[config.mk]
export PLATFORM = sky130hd
export DESIGN_NAME = mul16_seq
export DESIGN_NICKNAME = d
export VERILOG_FILES = /design/src/rtl/mul16_seq_pkg.sv /design/src/rtl/mul16_seq_add16.sv /design/src/rtl/mul16_seq.sv
export SDC_FILE = /design/constraint.sdc
export NUM_CORES = 1
export LEC_CHECK = 0
export CAP_MARGIN = 10
export CORE_UTILIZATION = 59
export CTS_CLUSTER_DIAMETER = 30
export DETAILED_ROUTE_END_ITERATION = 7
export HOLD_SLACK_MARGIN = 0.03
export PLACE_DENSITY = 0.86
export SLEW_MARGIN = 20
export SYNTH_ARGS = -nofsm -noshare
export SYNTH_HDL_FRONTEND = slang
export SYNTH_SLANG_ARGS = --single-unit
[constraint.sdc]
create_clock -name clk -period 4.75 [get_ports clk]
set_clock_uncertainty 0.2 [all_clocks]
set_input_delay 1.425 -clock clk [delete_from_list [all_inputs] [get_ports clk]]
set_output_delay 1.425 -clock clk [all_outputs]
set_load 0.05 [all_outputs]
[src/rtl/mul16_seq_pkg.sv]
// rtl/mul16_seq_pkg.sv - shared constants and state encoding for the sequential multiplier
package mul16_seq_pkg;

  localparam int WIDTH = 16;
  localparam int CNT_W = 5;

  typedef enum logic [1:0] {
    S_IDLE = 2'd0,
    S_RUN  = 2'd1,
    S_DONE = 2'd2
  } state_t;

endpackage

[src/rtl/mul16_seq_add16.sv]
// rtl/mul16_seq_add16.sv - 16-bit adder without carry-out, shared by all multiply iterations
module add16 (
  input  logic [15:0] a,
  input  logic [15:0] b,
  output logic [15:0] sum
);

  assign sum = a + b;

endmodule

[src/rtl/mul16_seq.sv]
// rtl/mul16_seq.sv - 16x16 unsigned shift-and-add multiplier, one iteration per clock
module mul16_seq
  import mul16_seq_pkg::*;
(
  input  logic                 clk,
  input  logic                 rst,
  input  logic                 start,
  input  logic [WIDTH-1:0]     a,
  input  logic [WIDTH-1:0]     b,
  output logic                 busy,
  output logic                 done,
  output logic [2*WIDTH-1:0]   product
);

  state_t           state;
  state_t           state_nxt;
  logic [CNT_W-1:0] cnt;
  logic [WIDTH-1:0] acc_hi;
  logic [WIDTH-1:0] mplier;
  logic [WIDTH-1:0] mcand;
  logic [WIDTH-1:0] s;
  logic             c;
  logic [WIDTH-1:0] acc_hi_nxt;
  logic [WIDTH-1:0] mplier_nxt;
  logic             last_iter;

  add16 u_add16 (
    .a   (acc_hi),
    .b   (mcand),
    .sum (s)
  );

  // The adder has no carry-out, so the carry is recovered from unsigned wraparound.
  always_comb begin
    c          = (s < acc_hi);
    acc_hi_nxt = {1'b0, acc_hi[WIDTH-1:1]};
    mplier_nxt = {acc_hi[0], mplier[WIDTH-1:1]};
    if (mplier[0]) begin
      acc_hi_nxt = {c, s[WIDTH-1:1]};
      mplier_nxt = {s[0], mplier[WIDTH-1:1]};
    end
  end

  assign last_iter = (cnt == CNT_W'(WIDTH - 1));

  always_comb begin
    state_nxt = state;
    case (state)
      S_IDLE:  if (start) state_nxt = S_RUN;
      S_RUN:   if (last_iter) state_nxt = S_DONE;
      S_DONE:  state_nxt = S_IDLE;
      default: state_nxt = S_IDLE;
    endcase
  end

  assign busy = (state == S_RUN) || (state == S_DONE);
  assign done = (state == S_DONE);

  always_ff @(posedge clk) begin
    if (rst) begin
      state   <= S_IDLE;
      cnt     <= '0;
      acc_hi  <= '0;
      mplier  <= '0;
      mcand   <= '0;
      product <= '0;
    end else begin
      state <= state_nxt;
      case (state)
        S_IDLE: begin
          // product is left alone so the previous result stays readable.
          if (start) begin
            mcand  <= a;
            mplier <= b;
            acc_hi <= '0;
            cnt    <= '0;
          end
        end
        S_RUN: begin
          acc_hi <= acc_hi_nxt;
          mplier <= mplier_nxt;
          cnt    <= cnt + CNT_W'(1);
          if (last_iter) product <= {acc_hi_nxt, mplier_nxt};
        end
        default: ;
      endcase
    end
  end

endmodule

==> flow_metrics.tcl <==
set metrics [dict create \
    grtUsageTotal 0.285 \
    fp.dieW_um 91.0 \
    crit_start "acc_hi[0]$_SDFFE_PP0P_" \
    hold_class "reg2reg" \
    tritoncts "done" \
    ys_seq_area_frac 0.373 \
    synth.distinct_cells 59 \
    synth_area_per_cell_sq_um 8.22 \
    cts_hold_buf 0 \
    endpoint_kind "register" \
    routedWlPerCell_um 15.6 \
    vias_per_cell 5.90 \
    tritoncts.num_buffers 9 \
    worst_setup_path_start_kind "register" \
    critPathMaxFanout 4 \
    synth_seq_cells 87 \
    layout_min_cycle_time_ns 3.59 \
    async_flop_share 0 \
    ys.warnings.count 0 \
    crit_type "reg2reg" \
    drt-total-wl_um 11300 \
    ir_worst_vdd_mv 0.204 \
    grt_pass1_vias 4162 \
    row_count 32 \
    cts_resized 0 \
    place_congestion 0.888 \
    worst_slew_pin_slew_ns 1.03 \
    setup_violations 0 \
    clockRootBuffer "clkbuf_8" \
    final_core_util 0.726 \
    htree_num_levels 3 \
    final_cell_mix "nand2_1 (95), dfxtp_1 (87), a21oi_1 (72)" \
    nFillCells 602 \
    placed_cell_area_sq_um 5370 \
    synth_flop_cell "dfxtp_1" \
    cpMaxStageDelayCell "fa_1" \
    worstHoldStart "product[12]$_SDFFE_PP0P_" \
    overflow 0 \
    vias 4280 \
    clock_latency_ns 0.38 \
    clock-sinks 87 \
    dp_hpwl_um 8010 \
    status "completed" \
    slew-limit-headroom 0.310 \
    path_buf_inv 0 \
    ant_nets 0 \
    clk_path_buf_depth 2 \
    drive_above_1_share 0.0578 \
    core_sq_um 7690 \
    synth_nets 638 \
    max_cap_viol_count 0 \
    final_nets 688 \
    grt_start_max_net_pins 69 \
    path_delay_family "compound AO/OA/AOI/OAI gates" \
    path_clk_slew_ns 0.10 \
    io_pins 69 \
    synth-edff-count 0 \
    required_ns 4.85 \
    synthCells 568 \
    finalInstanceArea_sq_um 5580 \
    antennaDiodeCount 0 \
    firstDrtPassIters 5 \
    start_util 0.607 \
    fin_setup_tns_ns 0 \
    finalHoldViolations 0 \
    critPathMaxStageDelay_ns 0.44 \
    syn_to_final_growth_pct 19.5 \
    die_y_um 91.0 \
    drc 0 \
    power_density_nw_per_um2 291 \
    drtIter0Drc 252 \
    r2r_start "acc_hi[0]$_SDFFE_PP0P_" \
    numPortBuffers 68 \
    post-cts-setup-buffers 0 \
    rsz0062_at_grt "no" \
    die-area_sq_um 8270 \
    fin_crit_sh 0.755 \
    leakagePower_nw 2.10 \
    grt_pass1_wl_um 19000 \
    fmax_mhz 279 \
    antenna_found_initial 0 \
    cp.arrival_ns 3.68 \
    slew_viol_final 0 \
    crit_chain "ha_1, fa_1, a21oi_1, o211ai_1, a31oi_1, o2bb2ai_1, xnor2_1, ha_1, nor2b_1, o211ai_1, a21boi_0, o31ai_1, a21oi_1, o21ai_0" \
    final_common_cell "nand2_1" \
    syn_area_sq_um 4670 \
]
-- layer usage --
| layer | vias to the layer above | wire, um | GRT usage |
|---|---|---|---|
| met4 | 0 | 276 | 0.130 |
| met2 | 151 | 5520 | 0.479 |
| met1 | 1990 | 4830 | 0.354 |
| met3 | 28 | 679 | 0.0519 |
| met5 | - | 0 | 0 |
| li1 | 2111 | - | - |
-- metrics by stage --
step	setup slack, ns	instances	total power, mW	hold WS, ns
floorplan	1.58	568	0.995	0.240
global placement	1.15	709	1.06	0.244
detailed placement	1.13	709	1.07	0.247
CTS	1.18	725	1.63	0.261
global route	0.879	725	1.70	0.278
finish	1.16	725	1.62	0.258
-- Yosys cell counts, types with 4 or more instances --
master,n,area share
a31oi_1,5,0.0067
dfxtp_1,87,0.37
clkbuf_1,24,0.019
buf_1,7,0.0056
a21oi_1,72,0.077
mux2i_1,26,0.056
inv_1,23,0.018
a32oi_1,6,0.011
o211ai_1,10,0.016
a21o_1,5,0.0080
a211oi_1,23,0.037
nor2_1,46,0.037
xor2_1,6,0.011
xnor2_1,8,0.015
o21ai_0,23,0.025
o21a_1,4,0.0064
nand2_1,95,0.076
nand3_1,7,0.0075
ha_1,34,0.091
-- layout make-up --
type / count / area, sq um / share of cell area
clock inverter: 6 / 75.1 / 0.0135
clock buffer: 10 / 138 / 0.0247
tap: 102 / 128 / 0.0229
sequential: 87 / 1740 / 0.312
timing repair buffer: 73 / 713 / 0.128
inverter: 24 / 90.1 / 0.0161
multi-input combinational: 423 / 2700 / 0.483
-- worst reg2reg max path: stages, from the launching register on --
cell and delay (ns):
dfxtp_1 0.34, ha_1 0.24, fa_1 0.44, a21oi_1 0.24, o211ai_1 0.18, a31oi_1 0.30, o2bb2ai_1 0.21, xnor2_1 0.18
ha_1 0.28, nor2b_1 0.13, o211ai_1 0.14, a21boi_0 0.11, o31ai_1 0.24, a21oi_1 0.12, o21ai_0 0.15
-- logic make-up (layout without fill, tap and decap cells) --
logic type               Yosys count  in the layout  synth area share
XOR/XNOR                          15             15            0.0298
AND/OR/NAND/NOR                  171            171             0.154
multiplexers                      27             27            0.0582
adder cells (fa/ha/maj)           35             35            0.0954
flip-flops                        87             87             0.373
AO/OA/AOI/OAI                    175            175             0.239
buffers and inverters             58            113            0.0507
-- where the power goes --
| part | switching, mW | total [mW] | internal, mW |
|---|---|---|---|
| logic | 0.152 | 0.266 | 0.114 |
| registers | 0.0354 | 0.796 | 0.761 |
| clock network | 0.296 | 0.561 | 0.265 |
| total | 0.484 | 1.62 | 1.14 |
-- final timing paths --
| path | slack, ns | cells after the start | endpoint |
|---|---|---|---|
| worst min-delay path | 0.26 | 2 | product[12]$_SDFFE_PP0P_ |
| worst max register to register | 1.16 | 14 | acc_hi[15]$_SDFFE_PP0P_ |
| worst min register to register | 0.26 | 2 | product[12]$_SDFFE_PP0P_ |
| worst max-delay path | 1.16 | 14 | acc_hi[15]$_SDFFE_PP0P_ |
-- flip-flops by register name (all words and copies together), names as in the netlist --
signal   cells
mplier      16
state        2
acc_hi      16
cnt          5
mcand       16
product     32
No activity file was read; power rests on OpenSTA's default activity.
